File: config.mk
export PLATFORM = sky130hd
export DESIGN_NAME = perf_counter_reader
export DESIGN_NICKNAME = d
export VERILOG_FILES = /design/src/rtl/npu_definitions.sv /design/src/rtl/perf_sample_fifo.sv /design/src/rtl/perf_counter_reader.sv
export SDC_FILE = /design/constraint.sdc
export NUM_CORES = 1
export LEC_CHECK = 0
export CORE_MARGIN = 1
export CORE_UTILIZATION = 45
export DETAILED_ROUTE_END_ITERATION = 8
export DONT_BUFFER_PORTS = 1
export PLACE_DENSITY = 0.7
export SKIP_CTS_REPAIR_TIMING = 1
export SYNTH_ARGS = -nofsm -noshare
export SYNTH_HDL_FRONTEND = slang
export SYNTH_SLANG_ARGS = --single-unit
export TNS_END_PERCENT = 20
File: constraint.sdc
create_clock -name clk -period 6.71 [get_ports clk]
set_input_delay 2.013 -clock clk [delete_from_list [all_inputs] [get_ports clk]]
set_output_delay 2.013 -clock clk [all_outputs]
set_load 0.005 [all_outputs]
File: src/rtl/npu_definitions.sv
// Shared NPU definitions: perf counter bank indices and sweep engine state encoding.
package npu_definitions;

   localparam int unsigned CNT_CYCLE         = 0;
   localparam int unsigned CNT_INSTR         = 1;
   localparam int unsigned CNT_MAC           = 2;
   localparam int unsigned CNT_MEM           = 3;
   localparam int unsigned CNT_STALL         = 4;
   localparam int unsigned NUM_PERF_COUNTERS = 5;
   localparam int unsigned PERF_SEL_W        = 4;

   typedef enum logic {
      ST_IDLE  = 1'b0,
      ST_SWEEP = 1'b1
   } sweep_state_e;

endpackage

File: src/rtl/perf_sample_fifo.sv
// Synchronous first-word-fall-through FIFO; push while full is accepted when a pop frees a slot.
module perf_sample_fifo #(
   parameter int unsigned WIDTH = 45,
   parameter int unsigned DEPTH = 8
) (
   input  logic                       clk,
   input  logic                       rst_n,
   input  logic                       push,
   input  logic [WIDTH-1:0]           push_data,
   input  logic                       pop,
   output logic [WIDTH-1:0]           pop_data,
   output logic                       full,
   output logic                       empty,
   output logic [$clog2(DEPTH):0]     count
);

   localparam int unsigned AW = $clog2(DEPTH);

   logic [WIDTH-1:0] mem [DEPTH];
   logic [AW-1:0]    wr_ptr;
   logic [AW-1:0]    rd_ptr;
   logic             push_ok;
   logic             pop_ok;

   assign empty    = (count == '0);
   assign full     = (count == (AW+1)'(DEPTH));
   assign pop_ok   = pop && !empty;
   assign push_ok  = push && (!full || pop_ok);
   assign pop_data = empty ? '0 : mem[rd_ptr];

   // Pointer and occupancy tracking.
   always_ff @(posedge clk or negedge rst_n) begin
      if (!rst_n) begin
         wr_ptr <= '0;
         rd_ptr <= '0;
         count  <= '0;
      end else begin
         if (push_ok) wr_ptr <= wr_ptr + AW'(1);
         if (pop_ok)  rd_ptr <= rd_ptr + AW'(1);
         case ({push_ok, pop_ok})
            2'b10:   count <= count + (AW+1)'(1);
            2'b01:   count <= count - (AW+1)'(1);
            default: count <= count;
         endcase
      end
   end

   // Storage array; contents are don't-care while empty, so no reset.
   always_ff @(posedge clk) begin
      if (push_ok) mem[wr_ptr] <= push_data;
   end

endmodule

File: src/rtl/perf_counter_reader.sv
// Sweeps the perf counter bank via select/value and streams tagged samples through a FWFT FIFO.
module perf_counter_reader
   import npu_definitions::*;
#(
   parameter int unsigned NUM_COUNTERS = NUM_PERF_COUNTERS,
   parameter int unsigned DATA_W       = 32,
   parameter int unsigned SEL_W        = PERF_SEL_W,
   parameter int unsigned INTERVAL_W   = 16,
   parameter int unsigned FIFO_DEPTH   = 8
) (
   input  logic                  clk,
   input  logic                  rst_n,
   input  logic                  start,
   input  logic                  periodic_en,
   input  logic [INTERVAL_W-1:0] interval,
   input  logic                  clear_missed,
   output logic [SEL_W-1:0]      counter_select,
   input  logic [DATA_W-1:0]     counter_value,
   output logic                  out_valid,
   input  logic                  out_ready,
   output logic [DATA_W-1:0]     out_data,
   output logic [SEL_W-1:0]      out_index,
   output logic                  out_last,
   output logic [7:0]            out_seq,
   output logic                  busy,
   output logic                  missed
);

   localparam int unsigned SEQ_W   = 8;
   localparam int unsigned ENTRY_W = SEQ_W + SEL_W + 1 + DATA_W;
   localparam int unsigned CNT_W   = $clog2(FIFO_DEPTH) + 1;

   sweep_state_e          state;
   logic [SEQ_W-1:0]      seq;
   logic [INTERVAL_W-1:0] tmr_cnt;
   logic                  timer_on_c;
   logic                  timer_fire_c;
   logic                  req_c;
   logic                  last_c;
   logic                  push_c;
   logic                  pop_c;
   logic [ENTRY_W-1:0]    push_entry;
   logic [ENTRY_W-1:0]    head_entry;
   logic                  fifo_full;
   logic                  fifo_empty;
   logic [CNT_W-1:0]      fifo_count;

   assign timer_on_c   = periodic_en && (interval != '0);
   assign timer_fire_c = timer_on_c && (tmr_cnt == INTERVAL_W'(1));
   assign req_c        = start || timer_fire_c;
   assign last_c       = (counter_select == SEL_W'(NUM_COUNTERS - 1));
   assign push_c       = (state == ST_SWEEP) && !fifo_full;
   assign push_entry   = {seq, counter_select, last_c, counter_value};
   assign pop_c        = out_valid && out_ready;
   assign out_valid    = !fifo_empty;
   assign {out_seq, out_index, out_last, out_data} = head_entry;

   // Interval timer: reloads while disabled, fires one request when it reaches 1.
   always_ff @(posedge clk or negedge rst_n) begin
      if (!rst_n) begin
         tmr_cnt <= '0;
      end else if (!timer_on_c || (tmr_cnt <= INTERVAL_W'(1))) begin
         tmr_cnt <= interval;
      end else begin
         tmr_cnt <= tmr_cnt - INTERVAL_W'(1);
      end
   end

   // Sweep FSM: steps the select, stalls on a full FIFO, flags dropped requests.
   always_ff @(posedge clk or negedge rst_n) begin
      if (!rst_n) begin
         state          <= ST_IDLE;
         counter_select <= '0;
         seq            <= '0;
         busy           <= 1'b0;
         missed         <= 1'b0;
      end else begin
         if (req_c && (state == ST_SWEEP)) missed <= 1'b1;
         else if (clear_missed)            missed <= 1'b0;

         case (state)
            ST_IDLE: begin
               if (req_c) begin
                  state          <= ST_SWEEP;
                  counter_select <= '0;
                  busy           <= 1'b1;
               end
            end
            ST_SWEEP: begin
               if (!fifo_full) begin
                  if (last_c) begin
                     state          <= ST_IDLE;
                     counter_select <= '0;
                     seq            <= seq + SEQ_W'(1);
                     busy           <= 1'b0;
                  end else begin
                     counter_select <= counter_select + SEL_W'(1);
                  end
               end
            end
            default: state <= ST_IDLE;
         endcase
      end
   end

   perf_sample_fifo #(
      .WIDTH (ENTRY_W),
      .DEPTH (FIFO_DEPTH)
   ) u_fifo (
      .clk       (clk),
      .rst_n     (rst_n),
      .push      (push_c),
      .push_data (push_entry),
      .pop       (pop_c),
      .pop_data  (head_entry),
      .full      (fifo_full),
      .empty     (fifo_empty),
      .count     (fifo_count)
   );

   // Full flag must always agree with the occupancy count.
   fifo_full_consistent: assert property (@(posedge clk) disable iff (!rst_n)
      fifo_full == (fifo_count == CNT_W'(FIFO_DEPTH)));

endmodule
==> results.toml, run 1 <==
[logic_synthesis]
netlist_area_mm2 = 0.01591
avgSynthCellArea_um2 = 20.58
seq_area_frac_synth_pct = 74.41
synth_top_area_cell = "edfxtp_1"
synth_warnings = 0
synthCells = 773
yosys_register_bits = 401
synth_nets = 837
yosysTopAreaCellShare_pct = 67.96
synthTopCellsByArea = "edfxtp_1 (68%), mux4_2 (13%), dfrtp_1 (6.5%)"
synthDistinctLibCells = 44

[final_layout]
seq_area_mm2 = 0.01185
multi_input_area_mm2 = 0.003904
final_common_cell = "edfxtp_1"
stdcell_count = 1273
synthToLayoutAreaGrowth_pct = 11.61
diodes = 0
fin_nets = 856
drive_gt1_share_pct = 23.23
fin_area_mm2 = 0.01775
nFillCells = 2708
final_cell_mix = "edfxtp_1 (360), mux4_2 (90), nor2_1 (54)"

[setup_path]
worstSetupEndpointType = "primary output"
required_ns = 4.70
cp_slowest_cell = "dfrtp_4"
worstPathArrival_ns = 2.85
ff2ff_path_depth = 4
cp_max_fo = 57
r2r-start = "u_fifo.count[1]$_DFFE_PN0P_"
criticalPathCategory = "reg2out"
critPathLaunchType = "flip-flop"
r2r_end = "u_fifo.mem[4][41]$_DFFE_PP_"
max_stage_delay_ns = 0.92
startpoint = "u_fifo.rd_ptr[0]$_DFFE_PN0P_"
path_cells = "buf_12 -> mux4_2 -> mux2i_1 -> nor2_1"
reg2reg_setup_slack_ns = 3.73
endpoint = "out_data[0]"

[timing]
tns_ns = 0
final-hold-violation-count = 0
worst_pin_slew_ns = 1.074
fin_crit_sh_pct = 72.51
maxSlewViolCount = 0
fin_crit_ns = 4.865
worst_clock_skew_ns = 0.02061
maxClockFrequency_mhz = 205.5
setup_violations = 0
rsz0062_at_grt = "no"
slew_headroom_pct = 28.38

[placed_design]
routabilityCongestion = 0.7489
hpwl_um = 15860
place_area_mm2 = 0.01646
io_buffers = 0
place_inst = 1204

[routing]
drtIter0Drc = 357
drt_pass1_iterations = 4
wire_per_inst_um = 23.08
vias = 7151
ant_nets = 0
post_drt_via_cell_ratio = 5.617
drc_errors = 0
drt-total-wl_um = 29390

[pwr]
p_leak_nw = 5.949
finalPower_mw = 8.473
power_density_mw_per_mm2 = 477.2
ir_worst_vdd_v = 0.0003423

[floorplan]
die-area_mm2 = 0.03610
io_pins = 106
fp.dieW_um = 190.0
rows = 68
fp.dieH_um = 190.0
start_util_pct = 45.94
core-area_mm2 = 0.03463

[clocking]
path_clk_slew_ns = 0.06
cts_buffers = 41
clk-insertion-delay-late_ns = 0.53
clk_path_buf_depth = 3
cts_tree = "built"
htree_levels = 2
cts_root_buf = "clkbuf_16"
clock_sinks = 401

[worst_hold_path]
hp-class = "reg2reg"
holdCritStartpoint = "u_fifo.count[3]$_DFFE_PN0P_"

[global_route]
grt-ovfl-total = 0
grt_pass1_wl_um = 45380
grt_usage_pct = 16.66
antenna_found_initial = 0
grt_pass1_vias = 7660
grt_max_degree = 73

[run]
maxCapViolCount = 0

[status]
status = "completed"
==> final cells by class <==
| cell class | count | share of cell area [%] |
|---|---|---|
| clock buffers | 52 | 6.131 |
| clock inverters | 17 | 1.142 |
| inverters | 9 | 0.1903 |
| multi-input cells | 326 | 21.99 |
| flip-flops and latches | 401 | 66.72 |
| well taps | 455 | 3.207 |
| repair buffers | 13 | 0.6202 |
==> flip-flops by register name, summed over array words and instances, names as in the netlist <==
signal	flops
seq	8
u_fifo.mem	360
tmr_cnt	16
u_fifo.wr_ptr	3
u_fifo.rd_ptr	3
counter_select	4
state	1
missed	1
u_fifo.count	4
busy	1
==> through the flow <==
| stage | util, % | setup WS (ns) | hold slack (ns) |
|---|---|---|---|
| floorplan | - | 0.8444 | 0.5086 |
| global placement | 47.54 | 2.309 | 0.5230 |
| detailed placement | 47.54 | 2.302 | 0.5307 |
| CTS | 51.27 | 1.728 | 0.5387 |
| global route | 51.27 | 1.620 | 0.5676 |
| finish | 51.27 | 1.845 | 0.5389 |
==> kinds of logic (layout without fill, tap and decap cells) <==
logic type               Yosys count  in the layout  synth area share (%)
buffers and inverters             46             91                 1.353
AND/OR/NAND/NOR                  114            114                 3.721
flip-flops                       401            401                 74.41
adder cells (fa/ha/maj)           10             10                0.7866
XOR/XNOR                          30             30                 1.652
multiplexers                     157            157                 17.36
AO/OA/AOI/OAI                     15             15                0.7158
==> worst max-delay path, delay by kind of cell, from the launching register on <==
kind / cells / cell delay [ns]
multiplexers: 2 / 0.81
flip-flops: 1 / 0.92
buffers and inverters: 1 / 0.47
AND/OR/NAND/NOR: 1 / 0.09
==> report_power, final <==
group	internal (mW)	total, mW	switching [mW]
Sequential	3.56	4.04	0.479
Combinational	1.04	2.25	1.21
Clock	1.30	2.18	0.882
==> per-layer routing <==
layer / global-route usage (%) / part of all wire [%]
met1: 21.83 / 42
met2: 27.92 / 50
met3: 4.187 / 6.2
met4: 3.970 / 1.6
met5: 0 / 0
==> synthesized netlist by cell type <==
| cell | number |
|---|---|
| buf_2 | 12 |
| nand2_1 | 7 |
| buf_6 | 1 |
| nor2b_1 | 1 |
| nor3b_1 | 1 |
| clkbuf_1 | 18 |
| nand4_1 | 10 |
| o21ai_0 | 2 |
| or4b_1 | 1 |
| buf_1 | 4 |
| ha_1 | 10 |
| dfrtp_1 | 41 |
| and3_1 | 2 |
| a211oi_1 | 2 |
| nor4_1 | 9 |
| buf_4 | 1 |
| mux2_2 | 11 |
| nor3_1 | 6 |
| buf_12 | 1 |
| mux2i_1 | 46 |
| and4_1 | 1 |
| and2_1 | 1 |
| nor4bb_1 | 1 |
| nand4bb_1 | 1 |
| xnor2_1 | 21 |
| a41oi_1 | 1 |
| and3b_1 | 1 |
| inv_1 | 9 |
| nor2_1 | 57 |
| nand3_1 | 7 |
| nand2b_1 | 3 |
| a22o_1 | 1 |
| o211a_1 | 1 |
| o22ai_1 | 2 |
| nand3b_1 | 2 |
| a2bb2oi_1 | 1 |
| a21oi_1 | 2 |
| a32o_1 | 3 |
| mux4_2 | 90 |
| and4_2 | 1 |
| nor4_4 | 2 |
| mux2_4 | 10 |
| xor2_1 | 9 |
| edfxtp_1 | 360 |
==> worst min-delay path by stage <==
stage / depth (start not counted) / to / slack (ns)
2_1_floorplan: 1 / u_fifo.count[3]$_DFFE_PN0P_ / 0.51
3_3_place_gp: 1 / u_fifo.count[3]$_DFFE_PN0P_ / 0.52
3_5_place_dp: 1 / u_fifo.count[3]$_DFFE_PN0P_ / 0.53
4_1_cts: 1 / u_fifo.count[3]$_DFFE_PN0P_ / 0.54
5_1_grt: 1 / u_fifo.count[3]$_DFFE_PN0P_ / 0.57
6_report: 1 / u_fifo.count[3]$_DFFE_PN0P_ / 0.54
(Power assumes the default switching activity.)
==> inputs of run 2 (changes only) <==
Clock period 6.71 ns to 5.03 ns, I/O delays scaled along.
==> results.toml, run 2 (same netlist as run 1, synthesis figures left out) <==
[status]
status = "completed"

[run]
maxCapViolCount = 0

[routing]
wire_per_inst_um = 23.17
drtIter0Drc = 591
drt-total-wl_um = 29780
ant_nets = 0
post_drt_via_cell_ratio = 5.599
vias = 7195
drt_pass1_iterations = 4
drc_errors = 0

[final_layout]
synthToLayoutAreaGrowth_pct = 12.11
stdcell_count = 1285
regMostFlops = "u_fifo.mem"
diodes = 0
nFillCells = 2685
final_common_cell = "edfxtp_1"
fin_nets = 862
final_cell_mix = "edfxtp_1 (360), mux4_2 (90), nor2_1 (54)"
largestRegisters = "u_fifo.mem (360), tmr_cnt (16), seq (8)"
drive_gt1_share_pct = 24.22
fin_area_mm2 = 0.01783
largest_reg_flops = 360

[global_route]
grt-ovfl-total = 0
grt_pass1_wl_um = 44750
grt_max_degree = 52
antenna_found_initial = 0
grt_usage_pct = 16.74
grt_pass1_vias = 7475

[timing]
fin_crit_ns = 4.173
fin_hold_ws_ns = 0.5442
worst_pin_slew_ns = 0.9356
fin_crit_sh_pct = 82.95
worst_clock_skew_ns = 0.01321
maxClockFrequency_mhz = 239.7
rsz0062_at_grt = "no"
setup_violations = 0
maxSlewViolCount = 0
final-hold-violation-count = 0
tns_ns = 0
slew_headroom_pct = 37.48

[placed_design]
place_inst = 1210
place_area_mm2 = 0.01656
routabilityCongestion = 0.7515
io_buffers = 0
hpwl_um = 16200

[worst_hold_path]
whs_path_depth = 1
hp-class = "reg2reg"

[floorplan]
core-area_mm2 = 0.03463
die-area_mm2 = 0.03610
fp.dieW_um = 190.0
rows = 68
start_util_pct = 45.94
io_pins = 106
fp.dieH_um = 190.0

[pwr]
finalPower_mw = 11.33
power_density_mw_per_mm2 = 635.2
ir_worst_vdd_v = 0.0003043
p_leak_nw = 5.995

[setup_path]
ff2ff_path_depth = 11
criticalPathCategory = "reg2out"
worstPathArrival_ns = 2.66
reg2reg_setup_slack_ns = 1.94
critPathLaunchType = "flip-flop"
required_ns = 3.52
worstSetupEndpointType = "primary output"
cp_max_fo = 25

[clocking]
clock_sinks = 401
cts_tree = "built"
htree_levels = 2
clk-insertion-delay-late_ns = 0.54
cts_buffers = 41
cts_root_buf = "clkbuf_16"
path_clk_slew_ns = 0.06
clk_path_buf_depth = 3
==> run 2: cell count changes in the layout (fill, tap and decap cells not counted), sizes merged <==
cell    previous run  this run
buf               13        19
bufinv             4         1
clkbuf            52        54
clkinv            12        18
inv               10        11
==> run 2: routing by layer <==
metal / part of all wire, % / global-route usage, % / wire length, um
met4: 1.9 / 4.622 / 562
met1: 42 / 22.23 / 12640
met5: 0 / 0 / 0
met2: 48 / 27.05 / 14420
met3: 7.2 / 4.778 / 2154
==> run 2: report_power, final <==
| part | switching [mW] | total, mW | leakage [nW] | internal [mW] |
|---|---|---|---|---|
| logic | 1.78 | 3.22 | 1.56 | 1.44 |
| clock network | 1.20 | 2.85 | 0.631 | 1.66 |
| registers | 0.506 | 5.26 | 3.81 | 4.75 |
| total | 3.49 | 11.3 | 5.99 | 7.84 |
==> run 2: worst max-delay path, cell delays in order (launching register included) <==
cell and delay (ns):
dfrtp_4 0.76, buf_4 0.51, mux4_2 0.56, mux2i_1 0.18, nor2_1 0.10
==> run 2: layout make-up <==
cell class,count,area (um2),area share (%)
clock inverter,21,125.1,0.7017
tap,455,569.3,3.193
timing repair buffer,19,192.7,1.081
sequential,401,11850,66.43
multi-input combinational,326,3919,21.98
clock buffer,54,1147,6.434
inverter,9,33.78,0.1894
==> run 2: worst paths after layout <==
| path | start | to |
|---|---|---|
| worst min register to register | u_fifo.count[3]$_DFFE_PN0P_ | u_fifo.count[3]$_DFFE_PN0P_ |
| worst max register to register | u_fifo.count[2]$_DFFE_PN0P_ | u_fifo.count[2]$_DFFE_PN0P_ |
| max in group asynchronous | rst_n | u_fifo.rd_ptr[1]$_DFFE_PN0P_ |
| worst max-delay path | u_fifo.rd_ptr[0]$_DFFE_PN0P_ | out_data[1] |
| min in group asynchronous | rst_n | tmr_cnt[1]$_DFF_PN0_ |
| worst min-delay path | u_fifo.count[3]$_DFFE_PN0P_ | u_fifo.count[3]$_DFFE_PN0P_ |
==> run 2: stage by stage <==
step           setup WS (ns)  utilization [%]
3_3_place_gp           1.383            47.82
5_1_grt               0.6526            51.50
2_1_floorplan         0.3742                -
4_1_cts               0.7714            51.50
3_5_place_dp           1.349            47.82
6_report              0.8574            51.50
